[config.mk]
export PLATFORM = sky130hd
export DESIGN_NAME = pong_field_engine
export DESIGN_NICKNAME = d
export VERILOG_FILES = /design/src/rtl/pong_field_engine.sv
export SDC_FILE = /design/constraint.sdc
export NUM_CORES = 1
export LEC_CHECK = 0
export CAP_MARGIN = 30
export CORE_MARGIN = 3
export CORE_UTILIZATION = 60
export CTS_CLUSTER_DIAMETER = 80
export DETAILED_ROUTE_END_ITERATION = 8
export HOLD_SLACK_MARGIN = 0.02
export PLACE_DENSITY_LB_ADDON = 0.25
export SYNTH_ARGS = -nofsm -noshare
export SYNTH_HDL_FRONTEND = slang
export SYNTH_SLANG_ARGS = --single-unit
[constraint.sdc]
create_clock -name clk -period 4.9 [get_ports clk]
set_clock_uncertainty 0.05 [all_clocks]
set_input_delay 0.49 -clock clk [delete_from_list [all_inputs] [get_ports clk]]
set_output_delay 0.49 -clock clk [all_outputs]
set_load 0.03 [all_outputs]
[src/rtl/pong_field_engine.sv]
// pong_field_engine: two-player pong playfield state, per-frame update FSM and pixel colour output.
// Optional ball speed-up is compiled in when the macro PONG_SPEEDUP_EN is defined.
module pong_field_engine #(
    parameter int          H_ACTIVE       = 640,
    parameter int          V_ACTIVE       = 480,
    parameter int          PAD_W          = 4,
    parameter int          PAD_H          = 72,
    parameter int          PAD1_X         = 20,
    parameter int          PAD2_X         = 616,
    parameter int          PAD_VEL        = 3,
    parameter int          BALL_SIZE      = 8,
    parameter int          BALL_VEL       = 2,
    parameter int          VEL_MAX        = 6,
    parameter int          HITS_PER_LEVEL = 4,
    parameter logic [11:0] PAD1_RGB       = 12'h00F,
    parameter logic [11:0] PAD2_RGB       = 12'h0F0,
    parameter logic [11:0] BALL_RGB       = 12'hF00,
    parameter logic [11:0] BG_RGB         = 12'h0FF
) (
    input  logic        clk,
    input  logic        reset,
    input  logic [3:0]  btn,
    input  logic        gra_still,
    input  logic        video_on,
    input  logic [9:0]  x,
    input  logic [9:0]  y,
    output logic        graph_on,
    output logic        hit_p1,
    output logic        hit_p2,
    output logic        miss_p1,
    output logic        miss_p2,
    output logic [11:0] graph_rgb
);

    localparam int                 PAD_TOP_MAX  = V_ACTIVE - PAD_H;
    localparam int                 PAD_TOP_INIT = PAD_TOP_MAX / 2;
    localparam logic signed [10:0] SERVE_X      = 11'((H_ACTIVE - BALL_SIZE) / 2);
    localparam logic signed [10:0] SERVE_Y      = 11'((V_ACTIVE - BALL_SIZE) / 2);
    localparam logic signed [10:0] BOT_Y        = 11'(V_ACTIVE - BALL_SIZE);
    localparam logic signed [10:0] INIT_SPD     = 11'(BALL_VEL);

    typedef enum logic [1:0] {ST_WAIT, ST_PAD, ST_BALL, ST_COLL} state_t;

    state_t             state_q, state_d;
    logic               ftick_raw_q, ftick_prev_q, tick;
    logic               pad_step, ball_step, coll_step;
    logic [9:0]         pad1_top, pad2_top;
    logic signed [10:0] ball_x, ball_y, dx, dy;
    logic signed [10:0] spd, spd_new;
    logic               missed;
    logic               y_top, y_bot, hit1, hit2, out1, out2;
    logic               pad1_on, pad2_on, ball_on;

    // Frame tick: rising edge of the registered frame condition, so a held condition updates once.
    always_ff @(posedge clk) begin
        if (reset) begin
            ftick_raw_q  <= 1'b0;
            ftick_prev_q <= 1'b0;
        end else begin
            ftick_raw_q  <= (y == 10'(V_ACTIVE + 1)) && (x == '0);
            ftick_prev_q <= ftick_raw_q;
        end
    end

    assign tick = ftick_raw_q && !ftick_prev_q;

    always_ff @(posedge clk) begin
        if (reset) state_q <= ST_WAIT;
        else       state_q <= state_d;
    end

    always_comb begin
        state_d   = state_q;
        pad_step  = 1'b0;
        ball_step = 1'b0;
        coll_step = 1'b0;
        case (state_q)
            ST_WAIT: if (tick) state_d = ST_PAD;
            ST_PAD: begin
                pad_step = 1'b1;
                state_d  = ST_BALL;
            end
            ST_BALL: begin
                ball_step = 1'b1;
                state_d   = ST_COLL;
            end
            ST_COLL: begin
                coll_step = 1'b1;
                state_d   = ST_WAIT;
            end
            default: state_d = ST_WAIT;
        endcase
    end

    function automatic logic [9:0] pad_move(input logic [9:0] top, input logic up, input logic dn);
        int t;
        t = int'(top);
        if (dn && !up)      t = (t + PAD_VEL > PAD_TOP_MAX) ? PAD_TOP_MAX : t + PAD_VEL;
        else if (up && !dn) t = (t < PAD_VEL) ? 0 : t - PAD_VEL;
        return 10'(t);
    endfunction

    // Wall test and paddle/exit test are independent chains evaluated on the same ball position.
    always_comb begin
        int bx, by, t1, t2;
        bx    = int'(ball_x);
        by    = int'(ball_y);
        t1    = int'(pad1_top);
        t2    = int'(pad2_top);
        y_top = (by <= 0);
        y_bot = (by + BALL_SIZE >= V_ACTIVE);
        hit1  = (dx < 11'sd0) &&
                (PAD1_X <= bx + BALL_SIZE - 1) && (bx <= PAD1_X + PAD_W - 1) &&
                (by <= t1 + PAD_H - 1) && (by + BALL_SIZE - 1 >= t1);
        hit2  = !hit1 && (dx > 11'sd0) &&
                (PAD2_X <= bx + BALL_SIZE - 1) && (bx <= PAD2_X + PAD_W - 1) &&
                (by <= t2 + PAD_H - 1) && (by + BALL_SIZE - 1 >= t2);
        out1  = !hit1 && !hit2 && (bx + BALL_SIZE <= 0);
        out2  = !hit1 && !hit2 && !out1 && (bx >= H_ACTIVE);
    end

`ifdef PONG_SPEEDUP_EN
    logic [7:0] hit_cnt;
    logic       hit_any;

    assign hit_any = coll_step && !missed && !gra_still && (hit1 || hit2);

    always_comb begin
        spd_new = spd;
        if (hit_any && (int'(hit_cnt) + 1 >= HITS_PER_LEVEL))
            spd_new = (int'(spd) + 1 > VEL_MAX) ? 11'(VEL_MAX) : spd + 11'sd1;
    end

    always_ff @(posedge clk) begin
        if (reset || gra_still) begin
            hit_cnt <= '0;
            spd     <= INIT_SPD;
        end else if (hit_any) begin
            hit_cnt <= (int'(hit_cnt) + 1 >= HITS_PER_LEVEL) ? '0 : hit_cnt + 8'd1;
            spd     <= spd_new;
        end
    end
`else
    assign spd     = INIT_SPD;
    assign spd_new = INIT_SPD;
`endif

    always_ff @(posedge clk) begin
        if (reset) begin
            pad1_top <= 10'(PAD_TOP_INIT);
            pad2_top <= 10'(PAD_TOP_INIT);
            ball_x   <= SERVE_X;
            ball_y   <= SERVE_Y;
            dx       <= -INIT_SPD;
            dy       <= INIT_SPD;
            missed   <= 1'b0;
            hit_p1   <= 1'b0;
            hit_p2   <= 1'b0;
            miss_p1  <= 1'b0;
            miss_p2  <= 1'b0;
        end else begin
            hit_p1  <= 1'b0;
            hit_p2  <= 1'b0;
            miss_p1 <= 1'b0;
            miss_p2 <= 1'b0;
            if (pad_step) begin
                pad1_top <= pad_move(pad1_top, btn[0], btn[1]);
                pad2_top <= pad_move(pad2_top, btn[2], btn[3]);
            end
            if (gra_still) begin
                ball_x <= SERVE_X;
                ball_y <= SERVE_Y;
                dx     <= -INIT_SPD;
                dy     <= INIT_SPD;
                missed <= 1'b0;
            end else if (!missed) begin
                if (ball_step) begin
                    ball_x <= ball_x + dx;
                    ball_y <= ball_y + dy;
                end
                if (coll_step) begin
                    if (y_top) begin
                        ball_y <= '0;
                        dy     <= spd_new;
                    end else if (y_bot) begin
                        ball_y <= BOT_Y;
                        dy     <= -spd_new;
                    end
                    if (hit1) begin
                        dx     <= spd_new;
                        hit_p1 <= 1'b1;
                    end else if (hit2) begin
                        dx     <= -spd_new;
                        hit_p2 <= 1'b1;
                    end else if (out1) begin
                        miss_p1 <= 1'b1;
                        missed  <= 1'b1;
                    end else if (out2) begin
                        miss_p2 <= 1'b1;
                        missed  <= 1'b1;
                    end
                end
            end
        end
    end

    always_comb begin
        int px, py, bx, by, t1, t2;
        px      = int'(x);
        py      = int'(y);
        bx      = int'(ball_x);
        by      = int'(ball_y);
        t1      = int'(pad1_top);
        t2      = int'(pad2_top);
        pad1_on = (px >= PAD1_X) && (px <= PAD1_X + PAD_W - 1) && (py >= t1) && (py <= t1 + PAD_H - 1);
        pad2_on = (px >= PAD2_X) && (px <= PAD2_X + PAD_W - 1) && (py >= t2) && (py <= t2 + PAD_H - 1);
        ball_on = (px >= bx) && (px <= bx + BALL_SIZE - 1) && (py >= by) && (py <= by + BALL_SIZE - 1);
        graph_on  = pad1_on || pad2_on || ball_on;
        graph_rgb = '0;
        if (video_on) begin
            if (pad1_on)      graph_rgb = PAD1_RGB;
            else if (pad2_on) graph_rgb = PAD2_RGB;
            else if (ball_on) graph_rgb = BALL_RGB;
            else              graph_rgb = BG_RGB;
        end
    end

endmodule

# After elaboration in Yosys (flattened, before gate mapping)
# Cells that the tools add are included.
# totals
regBits,73
input_bits,28
output_inout_bits,17
elab_cells,153
# op_classes
addsub,14
n_lt_le_gt_ge,30
n_eq_ne,5
n_mux,34
bitwise_logic,2
reduce_logical,54
# op_table
operator,n
11-bit 2-to-1 mux,8
10-bit 2-to-1 mux,8
11-bit by 12-bit <= comparator with 1-bit output,4
12-bit 2-to-1 mux,4
1-bit logical AND,28
13-bit by 11-bit >= comparator with 1-bit output,2
11-bit by 13-bit <= comparator with 1-bit output,2
"12-bit by 2-bit subtractor with 13-bit output, second input constant",2
"11-bit by 5-bit adder with 12-bit output, second input constant",2
"11-bit by 1-bit subtractor with 12-bit output, second input constant",2
"10-bit by 2-bit adder with 11-bit output, second input constant",2
"10-bit by 7-bit adder with 11-bit output, second input constant",2
11-bit adder,2
11-bit >= comparator,2
"11-bit by 9-bit greater-than comparator with 1-bit output, second input constant",2
10-bit >= comparator,2
"10-bit by 2-bit less-than comparator with 1-bit output, second input constant",2
"10-bit by 2-bit subtractor with 10-bit output, second input constant",2
"11-bit by 13-bit <= comparator with 1-bit output, first input constant",1
"6-bit by 13-bit <= comparator with 1-bit output, first input constant",1
"12-bit by 10-bit >= comparator with 1-bit output, second input constant",1
"12-bit by 1-bit <= comparator with 1-bit output, second input constant",1
1-bit 2-to-1 mux,12
"11-bit >= comparator, second input constant",1
28 further kinds,44

# Longest topological paths before layout
# depth
word_depth,25
depth_mapped,17

# Worst setup path before layout
# Ideal clock, no wire load.
# synth_path
path_type,reg-to-output
from,register ball_x[3]
to,output port graph_rgb[5]
arrival_time_ns,3.873
setup_slack_ns,0.487
stages_incl_launch_ff,18
cell_sequence,dfxtp_1 buf_4 inv_1 ha_1 nor4b_2 and2_1 xnor2_1 inv_1 ha_1 a21o_1 a21o_1 a21oi_1 o22ai_1 nor2_1 or4_1 nor4b_1 a21oi_1 buf_4
# synth_between
elab_chain_len,10
elab_cells_between_ends,11
cone_classes,2 x add/sub; 2 x order compare; 4 x mux; 3 x reduce/logical
# synth_rtl
item,line_no,text
from (decl),48,"logic signed [10:0] ball_x, ball_y, dx, dy;"
from (signal assigned),178,ball_x <= ball_x + dx;
11-bit by 5-bit adder with 12-bit output,217,ball_on = (px >= bx) && (px <= bx + BALL_SIZE - 1) && (py >= by) && (py <= by + BALL_SIZE - 1);
12-bit by 2-bit subtractor with 13-bit output,217,
11-bit by 13-bit <= comparator with 1-bit output,217,
1-bit logical AND (*) (3 in series),217,
12-bit 2-to-1 mux (*),223,else if (ball_on) graph_rgb = BALL_RGB;
12-bit 2-to-1 mux (*),222,else if (pad2_on) graph_rgb = PAD2_RGB;
12-bit 2-to-1 mux (*),221,if (pad1_on) graph_rgb = PAD1_RGB;
12-bit 2-to-1 mux (*),220,if (video_on) begin
to (decl),32,output logic [11:0] graph_rgb
# Mark *: on every way between the ends. The rest lies on a longest branch, timed or not.

# Worst setup path in the final report
# layout_path
from,register ball_y[3]
to,output port graph_on
# layout_between
elab_chain_len,5
elab_cells_between_ends,7
cone_classes,2 x add/sub; 2 x order compare; 3 x reduce/logical
# layout_rtl
item,line_no,text
from (decl),48,
from (signal assigned),179,ball_y <= ball_y + dy;
11-bit by 5-bit adder with 12-bit output,217,
12-bit by 2-bit subtractor with 13-bit output,217,
11-bit by 13-bit <= comparator with 1-bit output,217,
1-bit logical AND (*),217,
1-bit logical OR (*),218,graph_on = pad1_on || pad2_on || ball_on;
to (decl),27,"output logic graph_on,"
# Marked as above.

==> metrics.yaml <==
outcome: "completed"
cp.required_ns: 4.36
htree_levels: 2
synth_top_area_share_pct: 23.6
synth_cells: 1046
finalInstanceArea_um2: 8620
maxCapViolCount: 0
setup_ws_ns: 0.0303
fmax_mhz: 205
final_nets: 1243
ys_seq_area_share_pct: 12.9
finalSetupTns_ns: 0
finalCriticalPeriod_ns: 4.87
final-hold-violation-count: 0
cts_root_buffer: "clkbuf_16"
dieArea_um2: 14600
reg2reg_setup_slack_ns: 1.40
rr_endpoint: "missed"
dr.pass1.iters: 5
place_congestion: 0.990
ff2ff_path_depth: 14
cts_tree: "yes"
rsz0062_at_grt: "true"
seqPwrFrac_pct: 31.3
criticalPathCategory: "reg2out"
hold_depth: 2
ant_nets: 0
start_util_pct: 61.9
ys_ff_latch: 51
p_per_area_nw_per_um2: 167
avgSynthCellArea_um2: 7.56
fin_total_pwr_mw: 1.44
maxSlewHeadroom_pct: 36.6
fillCellCount: 1111
dp.cells: 1229
die_x_um: 121
ctsHoldBuffers: 0
cp_slowest_cell: "clkdlybuf4s50_1"
p_clk_share_pct: 26.6
avgViaCountPerCell: 6.50
synth_cell_types: 74
finalCritPeriodShare_pct: 99.4
drt_wl_total_um: 22400
maxSlewViolCount: 0
synth_ff_type: "dfxtp_1"
num_vias: 8039
syn-num-nets: 1225
power.share.switching_pct: 39.7
worst_setup_path_start_kind: "flop"
hpwl_um: 17400
yosysWarnings: 0
synth_commonest_cells: "149 x ha_1, 81 x a21oi_1, 79 x nor2_1"
grt_pass1_vias: 7360
num_io_pins: 45
core.rowCount: 41
cp-end-kind: "output port"
area_growth_pct: 9.02
p_leak_nw: 3.77
place_ws_ns: 0.286
path_clk_slew_ns: 0.08
antenna_found_initial: 0
diodes: 0
worst_slew_pin_slew_ns: 0.951
floorplan.core_area_um2: 12800
drc: 0
clock-sinks: 51
synth-edff-count: 0
final_cells: 1237
cp_max_fo: 7
gr-total-overflow: 0
pwr-share-comb_pct: 42.1
min_from: "ftick_raw_q"
grt_usage_pct: 30.8
grt_pass1_wl_um: 37000
yosysMostFrequentCell: "ha_1"
irDropWorstVdd_mv: 0.126
hold-worst-slack_ns: 0.456
worst-endpoint-arrival_ns: 4.33
io_buffers: 44
internal-power_mw: 0.868
synth.area.top_cells: "ha_1 24%, dfxtp_1 13%, xnor2_1 5.5%"
max_stage_delay_ns: 0.66
clock_latency_ns: 0.32
drtIter0Drc: 807
async_reset_ff_share_pct: 0
min_to: "ftick_prev_q"
placed_area_um2: 8480
crit_chain: "ha_1, xnor2_1, nand4b_1, o21ai_0, a21oi_1, xnor2_1, inv_1, ha_1, nand4_1, nor4_1, a211oi_2, nor4b_2, nand2b_1, clkdlybuf4s50_1"
cts_buffers: 5
multi_input_area_um2: 6320
hold_class: "reg2reg"
timing.critical_path.buf_inv: 2
setup_violations: 0
drive_gt1_share_pct: 6.20
finish.utilization_pct: 67.5
r2r-start: "ball_y[3]"
syn_area_um2: 7910
die_h_um: 121
clock_tree.buffer_depth: 2
crit_family: "simple AND/OR/NAND/NOR gates"
grt_max_degree: 20
register_area_um2: 1020
switching_power_mw: 0.571
wire_per_inst_um: 18.1
synth_top_cell_by_area: "ha_1"
==> cells in the final DEF (no fill, tap or decap), types with 12 or more instances in the layout <==
master,instances
nor4_1,13
ha_1,149
a21o_1,31
nand4_1,17
buf_4,32
clkdlybuf4s50_1,32
nor2_1,79
and3_1,13
nor3_1,26
o211ai_1,12
inv_1,76
xnor2_1,50
nand3_1,26
a211oi_1,14
nand2_1,68
a31oi_1,14
dfxtp_1,51
o21ai_0,57
o21a_1,17
a21oi_1,81
==> how the worst max path moves through the flow <==
stage,slack [ns],startpoint,endpoint,cells past startpoint
after floorplan,0.49,ball_x[3],graph_rgb[5],17
after global placement,0.42,ball_y[3],graph_rgb[4],15
after detailed placement,0.29,ball_y[3],graph_rgb[1],15
after CTS,-0.0005,ball_y[2],graph_on,16
after global routing,-0.19,ball_y[3],graph_on,14
final,0.03,ball_y[3],graph_on,14
==> per-layer routing <==
layer  part of all wire, %  GRT usage (%)  vias to the layer above
met5                     0              0                        -
met1                    44           41.4                     3744
met3                   5.6           3.93                       63
li1                      -              -                     3917
met4                   4.0           12.3                        0
met2                    46           50.1                      315
==> logic make-up (layout without fill, tap and decap cells) <==
logic type               after synthesis  count (layout)  synth area share, %
XOR/XNOR                              58              58                 6.42
AND/OR/NAND/NOR                      316             316                 20.9
AO/OA/AOI/OAI                        330             330                 28.3
multiplexers                           1               1                0.127
buffers and inverters                139             158                 7.25
adder cells (fa/ha/maj)              151             151                 24.1
flip-flops                            51              51                 12.9
==> what timing repair did <==
action | 4_1_cts | 5_1_grt
endpoints found under the setup margin | 8 | 13
resized for setup | 6 | 15
buffers inserted | 0 | 0
==> final cells by class <==
type / count / area share (%)
multi-input cells: 856 / 73.4
clock buffers: 5 / 1.45
inverters: 78 / 3.40
repair buffers: 72 / 7.23
flip-flops and latches: 51 / 11.8
well taps: 172 / 2.50
clock inverters: 3 / 0.218
==> power groups by stage <==
stage	logic (mW)	registers (mW)	clock network [mW]
floorplan	0.427	0.451	0
global placement	0.581	0.459	0
detailed placement	0.593	0.460	0
CTS	0.596	0.450	0.389
global route	0.675	0.453	0.400
finish	0.605	0.451	0.383
==> flip-flops by register name (all words and copies together), names as in the netlist <==
name	cells
hit_p1	1
ftick_prev_q	1
pad2_top	10
dy	1
ball_y	10
hit_p2	1
miss_p2	1
pad1_top	10
dx	1
missed	1
miss_p1	1
ball_x	10
state_q	2
ftick_raw_q	1
==> worst register-to-register path, stage by stage (launching register included) <==
cell      delay, ns
dfxtp_1        0.45
ha_1           0.24
xnor2_1        0.15
nand4b_1       0.31
xor2_1         0.28
buf_4          0.16
ha_1           0.28
a21o_1         0.18
a21o_1         0.17
a21oi_1        0.14
o221ai_1       0.19
o221a_2        0.33
o211a_1        0.18
nand4b_1       0.19
a21oi_1        0.15
(Power assumes the default switching activity.)
